$ cat src/rtl/display_scan_scheduler.sv
// display_scan_scheduler: time-multiplexes an 8-digit display. Each digit slot is
// ON_CYC cycles driven plus GAP_CYC blanked cycles. The block also runs a frame-based
// blink phase generator.
module display_scan_scheduler #(
  parameter int unsigned ON_CYC       = 250000,
  parameter int unsigned GAP_CYC      = 2500,
  parameter int unsigned BLINK_FRAMES = 50
) (
  input  logic       clk,
  input  logic       rst_n,
  input  logic       en,
  input  logic [7:0] digit_mask,
  input  logic [7:0] blink_mask,
  input  logic       blink_en,
  output logic [2:0] sel,
  output logic       blank,
  output logic       frame_done,
  output logic       blink_phase
);

  localparam int unsigned CNT_W  = 20;
  localparam int unsigned FCNT_W = 8;
  localparam int unsigned SEL_W  = 3;

  localparam logic [CNT_W-1:0]  ON_LAST   = CNT_W'(ON_CYC - 32'd1);
  localparam logic [CNT_W-1:0]  GAP_LAST  = CNT_W'((GAP_CYC == 32'd0) ? 32'd0 : GAP_CYC - 32'd1);
  localparam logic [FCNT_W-1:0] FCNT_LAST = FCNT_W'(BLINK_FRAMES - 32'd1);
  localparam bit                HAS_GAP   = (GAP_CYC != 32'd0);

  typedef enum logic [1:0] {
    IDLE = 2'd0,
    ON   = 2'd1,
    GAP  = 2'd2
  } state_t;

  state_t            state, state_nxt;
  logic [CNT_W-1:0]  cnt, cnt_nxt;
  logic [FCNT_W-1:0] fcnt, fcnt_nxt;
  logic [SEL_W-1:0]  sel_nxt;
  logic              blank_nxt;
  logic              frame_done_nxt;
  logic              phase_nxt;
  logic              slot_end;

  // Next-state, slot/frame sequencing and look-ahead blanking
  always_comb begin
    state_nxt      = state;
    cnt_nxt        = cnt;
    sel_nxt        = sel;
    fcnt_nxt       = fcnt;
    phase_nxt      = blink_phase;
    frame_done_nxt = 1'b0;
    slot_end       = 1'b0;
    blank_nxt      = 1'b1;

    case (state)
      IDLE: begin
        sel_nxt = '0;
        cnt_nxt = '0;
        if (en) state_nxt = ON;
      end
      ON: begin
        if (cnt == ON_LAST) begin
          cnt_nxt = '0;
          if (HAS_GAP) state_nxt = GAP;
          else         slot_end  = 1'b1;
        end else begin
          cnt_nxt = cnt + CNT_W'(1);
        end
      end
      GAP: begin
        if (cnt == GAP_LAST) begin
          cnt_nxt   = '0;
          state_nxt = ON;
          slot_end  = 1'b1;
        end else begin
          cnt_nxt = cnt + CNT_W'(1);
        end
      end
      default: begin
        state_nxt = IDLE;
        cnt_nxt   = '0;
        sel_nxt   = '0;
      end
    endcase

    if (slot_end) begin
      sel_nxt        = sel + SEL_W'(1);
      frame_done_nxt = (sel == SEL_W'(7));
    end

    if (frame_done_nxt) begin
      if (fcnt == FCNT_LAST) begin
        fcnt_nxt  = '0;
        phase_nxt = ~blink_phase;
      end else begin
        fcnt_nxt = fcnt + FCNT_W'(1);
      end
    end

    if (!blink_en) begin
      fcnt_nxt  = '0;
      phase_nxt = 1'b0;
    end

    // Disabling wins over any boundary occurring in the same cycle
    if (!en) begin
      state_nxt      = IDLE;
      cnt_nxt        = '0;
      sel_nxt        = '0;
      fcnt_nxt       = '0;
      phase_nxt      = 1'b0;
      frame_done_nxt = 1'b0;
    end

    blank_nxt = (state_nxt != ON) ||
                !(digit_mask[sel_nxt] && !(blink_en && blink_mask[sel_nxt] && phase_nxt));
  end

  // State and output registers with synchronous active-low reset
  always_ff @(posedge clk) begin
    if (!rst_n) begin
      state       <= IDLE;
      cnt         <= '0;
      fcnt        <= '0;
      sel         <= '0;
      blank       <= 1'b1;
      frame_done  <= 1'b0;
      blink_phase <= 1'b0;
    end else begin
      state       <= state_nxt;
      cnt         <= cnt_nxt;
      fcnt        <= fcnt_nxt;
      sel         <= sel_nxt;
      blank       <= blank_nxt;
      frame_done  <= frame_done_nxt;
      blink_phase <= phase_nxt;
    end
  end

endmodule
$ cat config.mk
export PLATFORM = sky130hd
export DESIGN_NAME = display_scan_scheduler
export DESIGN_NICKNAME = d
export VERILOG_FILES = /design/src/rtl/display_scan_scheduler.sv
export SDC_FILE = /design/constraint.sdc
export NUM_CORES = 1
export LEC_CHECK = 0
export ABC_AREA = 1
export CAP_MARGIN = 40
export CORE_ASPECT_RATIO = 2
export CORE_UTILIZATION = 56
export CTS_CLUSTER_SIZE = 12
export DETAILED_ROUTE_END_ITERATION = 10
export HOLD_SLACK_MARGIN = 0.08
export PLACE_DENSITY_LB_ADDON = 0.08
export SLEW_MARGIN = 40
export SYNTH_ARGS = -nofsm -noshare
export SYNTH_HDL_FRONTEND = slang
export SYNTH_SLANG_ARGS = --single-unit
export TNS_END_PERCENT = 100
$ cat constraint.sdc
create_clock -name clk -period 2.1 [get_ports clk]
set_input_delay 0.42 -clock clk [delete_from_list [all_inputs] [get_ports clk]]
set_output_delay 0.42 -clock clk [all_outputs]
set_load 0.02 [all_outputs]
==> summary by stage, run 1 <==
Outcome
The run finished with clean final reports.

Final layout
After the last flow step, the layout net total stands at 383. The number of antenna diodes in the final layout is 0. The multi-input combinational cells in the finished layout cover a total of 1370 um^2.

The post-route netlist has 16.1% of its cells at a drive strength greater than 1. The total area of sequential cells is 721 um^2. The finished layout cell area is 2750 um^2. The fill cell instance count of the final layout is 357. The final instance count without filler cells is 406.

The layout-stage area growth over the synthesis result is 19.3%.

Synthesis
The post-synthesis cell count is 321. The number of nets handed over by synthesis was between 300 and 400. By count the netlist is led by 48 x sky130_fd_sc_hd__nor2_1, 47 x sky130_fd_sc_hd__nand2_1, 37 x sky130_fd_sc_hd__inv_1, 36 x sky130_fd_sc_hd__dfxtp_1, 27 x sky130_fd_sc_hd__nand3_1.

The cell area after technology mapping is roughly 2300 um^2. The most instantiated flip-flop cell in the synthesis netlist is sky130_fd_sc_hd__dfxtp_1. In this run the biggest area consumer among cell types represents 31.3% of the synthesized area. The mean area per synthesized cell is 7.17 um^2.

The count of cell types in the netlist is 37. After synthesis, the cell types taking the most area are sky130_fd_sc_hd__dfxtp_1 31%, sky130_fd_sc_hd__nor2_1 7.8%, sky130_fd_sc_hd__nand2_1 7.7%. The cell taking the most area after synthesis is sky130_fd_sc_hd__dfxtp_1. Of the synthesized area, sequential elements account for 31.3%. Counting flops and latches in the post-synthesis netlist gives 36. The fraction of synthesis flops using an asynchronous set or reset pin is 0%. The most instantiated library cell after synthesis is sky130_fd_sc_hd__nor2_1.

Yosys mapped a number of flops with a built-in enable equal to 0. The synthesis warning total is 0.

Power
After layout, the design draws a total of 1290 uW. The peak ir drop on the vdd network is 422 uV. The total power per unit cell area is 470 nW/um^2. The analysis attributes to cell leakage a power of between 0.001 and 0.0015 uW.

Clocking
The number of hold buffers added after CTS is 0. Clock-pin slew was measured on the worst setup and hold paths at 0.08 ns. The TritonCTS clock tree is yes. The H-tree was split into 2 levels. The clock reaches the later pin of the worst-skew pair after 0.29 ns. The tree is rooted in a sky130_fd_sc_hd__clkbuf_8.

The clock sink count is 36. Clock tree synthesis inserted a total of 5 buffers. The maximum count of clock buffers along a single path is 2.

Timing
The final hold violation count is 0. The minimum clock period after layout is 1.94 ns. The accumulated negative setup slack is 0 ns. At the pin with the least slew margin, the transition time is 0.381 ns. The setup violation total in the final timing report is 0. Clock skew on the completed layout was measured at 0.00662 ns. Based on the critical path, the design can be clocked at up to 0.516 GHz. Headroom to the max-slew limit came out at between 70% and 80%. The post-route worst hold slack is 0.453 ns.

Dividing the final minimum period by the clock period gives 92.2%. The number of max-slew violations in the final report is 0.

Global route
The remaining global-route overflow is 0. The via count of the first global-routing pass is 2172. The largest net degree at the start of global routing is 21. The first-pass GRT wire length is 8.83 mm. The initial antenna violation count is 0. Global routing used 27.9% of the available tracks.

Worst setup path
STA puts the critical path data arrival time at between 2 and 2.5 ns. The buffer and inverter count on the worst path is 0. The cell class contributing the biggest share of worst-path delay is simple AND/OR/NAND/NOR gates. The critical path starts at cnt[19]$_SDFF_PN0_.

The startpoint of the most critical register-to-register path is cnt[19]$_SDFF_PN0_. STA puts the critical path data required time at 2.29 ns. The setup path with the least slack is of type register to register. In this run the worst path has a maximum fanout of 8. In this design, the stage delay of the slowest critical-path cell is 0.33 ns. The type of element capturing the critical path is a register.

The most prevalent standard cell on the critical path is sky130_fd_sc_hd__nand2_1. Traced cell by cell, the critical path runs through nor2_1 -> nand2_2 -> nor2_1 -> nand2_1 -> nor2_4 -> nand3_4 -> nand3_4 -> nand2_1 -> nand3_1 -> nand2_1 -> nand2_1 -> nand2_1 -> nor2_1 -> nand2_1. The slowest stage of the critical path is the sky130_fd_sc_hd__dfxtp_1 cell. STA classifies the critical path startpoint as a register.

Floorplan
The effective utilization at floorplan is 59.3%. From bottom edge to top edge, the die measures 92.7 um. The die covers between 4000 and 5000 um^2.

The core region is roughly 3900 um^2. For this design the top-level I/O count stands at 26. The die width is 47.3 um. The number of core rows is 32.

Drt
The DRC violation count after routing is 0. The initial detailed-routing violation count is 52. The count of nets left with antenna violations once routing finished came out at 0.

After detailed routing, the average wire length per cell comes to 13.5 um. After detailed routing, the total wire length is between 5 and 6 mm. The first TritonRoute pass finished after 4 iterations. The via-per-instance ratio is 5.39. The total number of vias is 2188.

Placement
Detailed placement ended at an HPWL of a little over 4 mm. The number of port buffers is 25. Once placement completed, the tool counted placed cells totaling 393. The weighted congestion reported at the end of routability-driven placement is a little under 0.9. After detailed placement, the total cell area comes to 2610 um^2.

Flow run
Across the run, the number of max-cap violations was 0.

Worst hold path
The worst hold path belongs to the class register to register. The hold path startpoint is cnt[0]$_SDFF_PN0_.
## layout make-up
cell class	instances	share of cell area (%)
Multi-Input combinational cell	232	49.8
Sequential cell	36	26.2
Timing Repair Buffer	34	12.0
Inverter	45	6.15
Clock buffer	7	3.14
Tap cell	51	2.32
Clock inverter	1	0.273
## state kept, by name, indices dropped and copies added (netlist names)
signal       flops
blank            1
blink_phase      1
sel              3
state            2
fcnt             8
frame_done       1
cnt             20
## report_power, final
group	internal [uW]	leakage [uW]	switching [uW]	total, uW
sequential	684	0.000290	1.98	686
combinational	45.3	0.000762	32.1	77.3
clock	267	0.0000445	262	528
## stage by stage
stage / util (%) / setup slack, ns
after floorplan: - / 0.425
after global placement: 67.1 / 0.169
after detailed placement: 67.1 / 0.163
after CTS: 69.5 / 0.155
after global routing: 70.7 / -0.0343
final: 70.7 / 0.163
## placed cells by master (no fill, tap or decap), types with 10 or more instances in the layout
master and n:
sky130_fd_sc_hd__nor2_1 48, sky130_fd_sc_hd__nand2_1 47, sky130_fd_sc_hd__inv_1 37, sky130_fd_sc_hd__dfxtp_1 36, sky130_fd_sc_hd__nand3_1 27, sky130_fd_sc_hd__clkdlybuf4s50_1 25, sky130_fd_sc_hd__nand4_1 14, sky130_fd_sc_hd__xor2_1 12
sky130_fd_sc_hd__nor3_1 10, sky130_fd_sc_hd__a21oi_1 10
## cell families after synthesis
family	after synthesis	share of synthesized area (%)
simple gates	186	43.4
buf+inv	53	9.67
flops	36	31.3
compound gates	23	5.38
xor+xnor	14	5.33
fa+ha+maj	9	4.89
## worst paths after layout
path	end	slack, ns	depth (start not counted)
hold reg to reg	cnt[0]$_SDFF_PN0_	0.45	1
hold / removal	cnt[0]$_SDFF_PN0_	0.45	1
setup / recovery	blank$_SDFF_PN1_	0.16	14
setup reg to reg	blank$_SDFF_PN1_	0.16	14
## metal layers
layer / part of all wire, % / track usage [%] / wire (um)
met1: 35 / 25.2 / 1900
met2: 57 / 50.9 / 3110
met3: 2.8 / 4.09 / 151
met4: 5.6 / 18.3 / 307
met5: 0 / 0 / 0
## timing repair
item,CTS,global route
endpoints found under the setup margin,0,3
setup buffers,0,5
gates resized for setup,0,3
No activity file was read; power rests on OpenSTA's default activity.
==> run 2: changes to the inputs <==
--- a/config.mk
+++ b/config.mk
@@ -9,10 +9,13 @@
 export CAP_MARGIN = 40
 export CORE_ASPECT_RATIO = 2
 export CORE_UTILIZATION = 56
+export CTS_BUF_LIST = sky130_fd_sc_hd__clkbuf_8 sky130_fd_sc_hd__clkbuf_16
 export CTS_CLUSTER_SIZE = 12
 export DETAILED_ROUTE_END_ITERATION = 10
 export HOLD_SLACK_MARGIN = 0.08
 export PLACE_DENSITY_LB_ADDON = 0.08
+export SETUP_SLACK_MARGIN = 0.5
+export SKIP_CTS_REPAIR_TIMING = 1
 export SLEW_MARGIN = 40
 export SYNTH_ARGS = -nofsm -noshare
 export SYNTH_HDL_FRONTEND = slang
==> run 2 against run 1 <==
Effect of this change: power is 6.1% higher; clock-buffer cell count fell by 2; worst hold slack worse by 0.013 ns; wire length rose by 2.2%; critical path type unchanged; critical endpoint is now fcnt[3]$_SDFFE_PN0N_; highest routed layer unchanged.
==> summary by stage, run 2 (synthesis results as in run 1) <==
Final layout
The fill cell instance count of the final layout is 303 (was 357). The number of nets in the layout is 387 (was 383). The most common library cell in the layout ignoring fill and taps was sky130_fd_sc_hd__nand2_1 (was sky130_fd_sc_hd__nor2_1). Commonest non-fill, non-tap cells in the layout: 44 x sky130_fd_sc_hd__nand2_1, 43 x sky130_fd_sc_hd__nor2_1, 34 x sky130_fd_sc_hd__inv_1 (was 48 x sky130_fd_sc_hd__nor2_1, 47 x sky130_fd_sc_hd__nand2_1, 37 x sky130_fd_sc_hd__inv_1). The register with the most flip-flops is cnt (unchanged).

The layout-stage area growth over the synthesis result came to 29.7% (was 19.3%). The number of flip-flops under the largest register name is 20 (unchanged). Largest registers in the final layout: cnt (20), fcnt (8), sel (3) (unchanged).

The fraction of layout instances using a drive strength above 1 is 27.0% (was 16.1%). The final antenna diode count is 0 (unchanged).

Drt
The initial detailed-routing violation count is 54 (was 52). The total number of vias is 2227 (was 2188). The number of optimization iterations in the first detailed-route pass is 5 (was 4).

The overall routed net length is 5.58 mm (was 5.46 mm). The DRC violation count after routing is 0 (unchanged). The average wire per standard cell was 13.6 um (was 13.5 um). The via-per-instance ratio is 5.43 (was 5.39). The remaining number of nets flagged by the antenna check after routing is 0 (unchanged).

Worst setup path
The critical path capture point is fcnt[3]$_SDFFE_PN0N_ (was blank$_SDFF_PN1_). The startpoint type of the worst setup path was a register (unchanged). The arrival time of data at the critical path endpoint came to 1.97 ns (was 2.12 ns).

The cell class contributing the biggest share of worst-path delay is simple AND/OR/NAND/NOR gates (unchanged). The startpoint of the most critical register-to-register path is cnt[16]$_SDFF_PN0_ (was cnt[19]$_SDFF_PN0_). The type of the worst setup path was register to register (unchanged). Ordered cell list for the critical path: inv_1 -> nand3_2 -> nor2_1 -> nand2_1 -> nor2_4 -> nand2_4 -> nor2_8 -> buf_4 -> buf_6 -> nand2_1 -> o21ai_1 -> a21oi_1 (was nor2_1 -> nand2_2 -> nor2_1 -> nand2_1 -> nor2_4 -> nand3_4 -> nand3_4 -> nand2_1 -> nand3_1 -> nand2_1 -> nand2_1 -> nand2_1 -> nor2_1 -> nand2_1). The peak per-stage delay on the critical path is 0.34 ns (was 0.33 ns). The startpoint of the most critical setup path is cnt[16]$_SDFF_PN0_ (was cnt[19]$_SDFF_PN0_). The slack of the worst reg-to-reg path is 0.31 ns (was 0.16 ns). The most prevalent standard cell on the critical path is sky130_fd_sc_hd__nand2_1 (unchanged).

The cell count of the worst reg-to-reg path is 12 (was 14). The worst reg2reg path endpoint is fcnt[3]$_SDFFE_PN0N_ (was blank$_SDFF_PN1_). The type of element capturing the critical path was a register (unchanged).

The buffer and inverter count on the worst path was 3 (was 0). The slowest cell on the critical path is sky130_fd_sc_hd__dfxtp_2 (was sky130_fd_sc_hd__dfxtp_1). The largest fanout on the critical path was 5 (was 8).

The worst endpoint required time came to 2.29 ns (about the same). The critical path depth in cells is 12 (was 14).

Timing
The share of the clock period used by the worst path is 85.1% (was 92.2%). The setup skew after layout was 0.00644 ns (was 0.00662 ns). The accumulated negative setup slack is 0 ns (unchanged).

The number of max-slew violations in the final report is 0 (unchanged). The minimum clock period after layout was 1.79 ns (was 1.94 ns). The maximum clock frequency came to 0.559 GHz (was 0.516 GHz). The post-route worst hold slack is 0.440 ns (was 0.453 ns). The worst-margin pin slew is 0.480 ns (was 0.381 ns).

The tightest slew margin relative to the limit was 67.7% (was 74.4%). The minimum setup slack in the final design is 0.312 ns (was 0.163 ns). Setup repair after global routing could not meet its margin everywhere. The final hold violation count is 0 (unchanged).

The setup violation total in the final timing report was 0 (unchanged).

Power
The total power per unit cell area is 459 nW/um^2 (was 470 nW/um^2). The leakage dissipation is 0.00128 uW (was 0.00110 uW). The internal power component is 1070 uW (was 996 uW). The fraction of power consumed by sequential logic is 49.7% (was 53.1%).

The net switching power came to 296 uW (about the same). The portion of total power attributed to combinational logic is 6.0% (about the same). The net switching share of the total power was 21.6% (was 22.9%).

The peak ir drop on the vdd network came to 494 uV (was 422 uV). The clock group share of total power is 44.4% (was 40.9%).

Floorplan
The die extent in y is 92.7 um (unchanged). The total core area is 3880 um^2 (unchanged). The number of ports placed on the die boundary is 26 (unchanged). The number of core rows is 32 (unchanged). The effective utilization at floorplan was 59.3% (unchanged). The die width is 47.3 um (unchanged). The overall die area is 4390 um^2 (unchanged).

Global route
The via count of the first global-routing pass is 2086 (was 2172). The total routing resource utilization after global routing is 26.4% (was 27.9%). The first-pass GRT wire length came to 8.37 mm (was 8.83 mm). The initial antenna violation count is 0 (unchanged). The largest net degree at the start of global routing is 21 (unchanged).

The remaining global-route overflow is 0 (unchanged).

Clocking
The TritonCTS buffer count is 5 (unchanged). The H-tree depth was 2 (unchanged). The source-to-sink clock delay at the later pin of the worst-skew pair is 0.29 ns (about the same). The library cell used as clock root buffer is sky130_fd_sc_hd__clkbuf_8 (unchanged). The clock slew seen by the registers of the worst setup and hold paths is 0.07 ns (was 0.08 ns). The TritonCTS clock tree was yes (unchanged). The maximum count of clock buffers along a single path was 2 (unchanged).

The clock sink count came to 36 (unchanged).

Outcome
Status: finished clean (unchanged).

Flow run
The number of maximum-capacitance violations is 0 (unchanged).

Placement
The worst slack at placement is 0.227 ns (was 0.163 ns). The number of port buffers is 25 (unchanged). The HPWL reported at the end of detailed placement came to 3.97 mm (was 4.14 mm). The weighted congestion reported at the end of routability-driven placement was 0.910 (was 0.880).

Worst hold path
The path type of the worst min-delay path is register to register (unchanged).
run 2: worst register-to-register path: stages, from the launching register on:
cell and delay (ns):
sky130_fd_sc_hd__dfxtp_2 0.34, sky130_fd_sc_hd__inv_1 0.11, sky130_fd_sc_hd__nand3_2 0.13, sky130_fd_sc_hd__nor2_1 0.12
sky130_fd_sc_hd__nand2_1 0.09, sky130_fd_sc_hd__nor2_4 0.15, sky130_fd_sc_hd__nand2_4 0.08, sky130_fd_sc_hd__nor2_8 0.15
sky130_fd_sc_hd__buf_4 0.13, sky130_fd_sc_hd__buf_6 0.10, sky130_fd_sc_hd__nand2_1 0.07, sky130_fd_sc_hd__o21ai_1 0.16
sky130_fd_sc_hd__a21oi_1 0.05
run 2: through the flow:
step	instances	util [%]	total power, uW	area (um^2)
2_1_floorplan	321	-	734	2320
3_3_place_gp	391	67.2	777	2610
3_5_place_dp	391	67.2	778	2610
4_1_cts	399	70.0	1380	2720
5_1_grt	410	76.9	1410	2990
6_report	410	76.9	1370	2990
run 2: area by class of cell:
class	instances	area [um^2]	area share [%]
Tap cell	51	63.8	2.14
Inverter	45	171	5.74
Sequential cell	36	749	25.1
Clock inverter	3	38.8	1.30
Timing Repair Buffer	37	372	12.4
Multi-Input combinational cell	233	1520	51.0
Clock buffer	5	68.8	2.30
run 2: metal layers:
metal  GRT usage, %  share of wire [%]  routed length (um)  vias to the layer above
met2           49.7                 59                3270                       59
met1           23.1                 35                1940                     1025
li1               -                  -                   -                     1122
met5              0                  0                   0                        -
met3           3.90                2.7                 149                       21
met4           15.7                4.1                 227                        0
run 2: how the worst min path moves through the flow:
stage,from,end,cells after the start
finish,cnt[0]$_SDFF_PN0_,cnt[0]$_SDFF_PN0_,1
global route,cnt[0]$_SDFF_PN0_,cnt[0]$_SDFF_PN0_,1
CTS,cnt[0]$_SDFF_PN0_,cnt[0]$_SDFF_PN0_,1
detailed placement,cnt[0]$_SDFF_PN0_,cnt[0]$_SDFF_PN0_,1
global placement,cnt[0]$_SDFF_PN0_,cnt[0]$_SDFF_PN0_,1
floorplan,cnt[0]$_SDFF_PN0_,cnt[0]$_SDFF_PN0_,1
run 2: power groups by stage:
| stage | Clock, uW | Sequential (uW) | Combinational (uW) |
|---|---|---|---|
| after CTS | 615 | 686 | 76.4 |
| after global routing | 643 | 680 | 90.3 |
| after detailed placement | 0 | 702 | 76.2 |
| after floorplan | 0 | 702 | 31.5 |
| after global placement | 0 | 702 | 75.4 |
| final | 608 | 681 | 81.7 |
==> run 3: changes to the inputs <==
--- a/config.mk
+++ b/config.mk
@@ -6,6 +6,7 @@
 export NUM_CORES = 1
 export LEC_CHECK = 0
 export ABC_AREA = 1
+export ABC_CLOCK_PERIOD_IN_PS = 2100
 export CAP_MARGIN = 40
 export CORE_ASPECT_RATIO = 2
 export CORE_UTILIZATION = 56
==> results of run 3 <==
No change in the layout: final DEF, timing and power equal those of run 2.
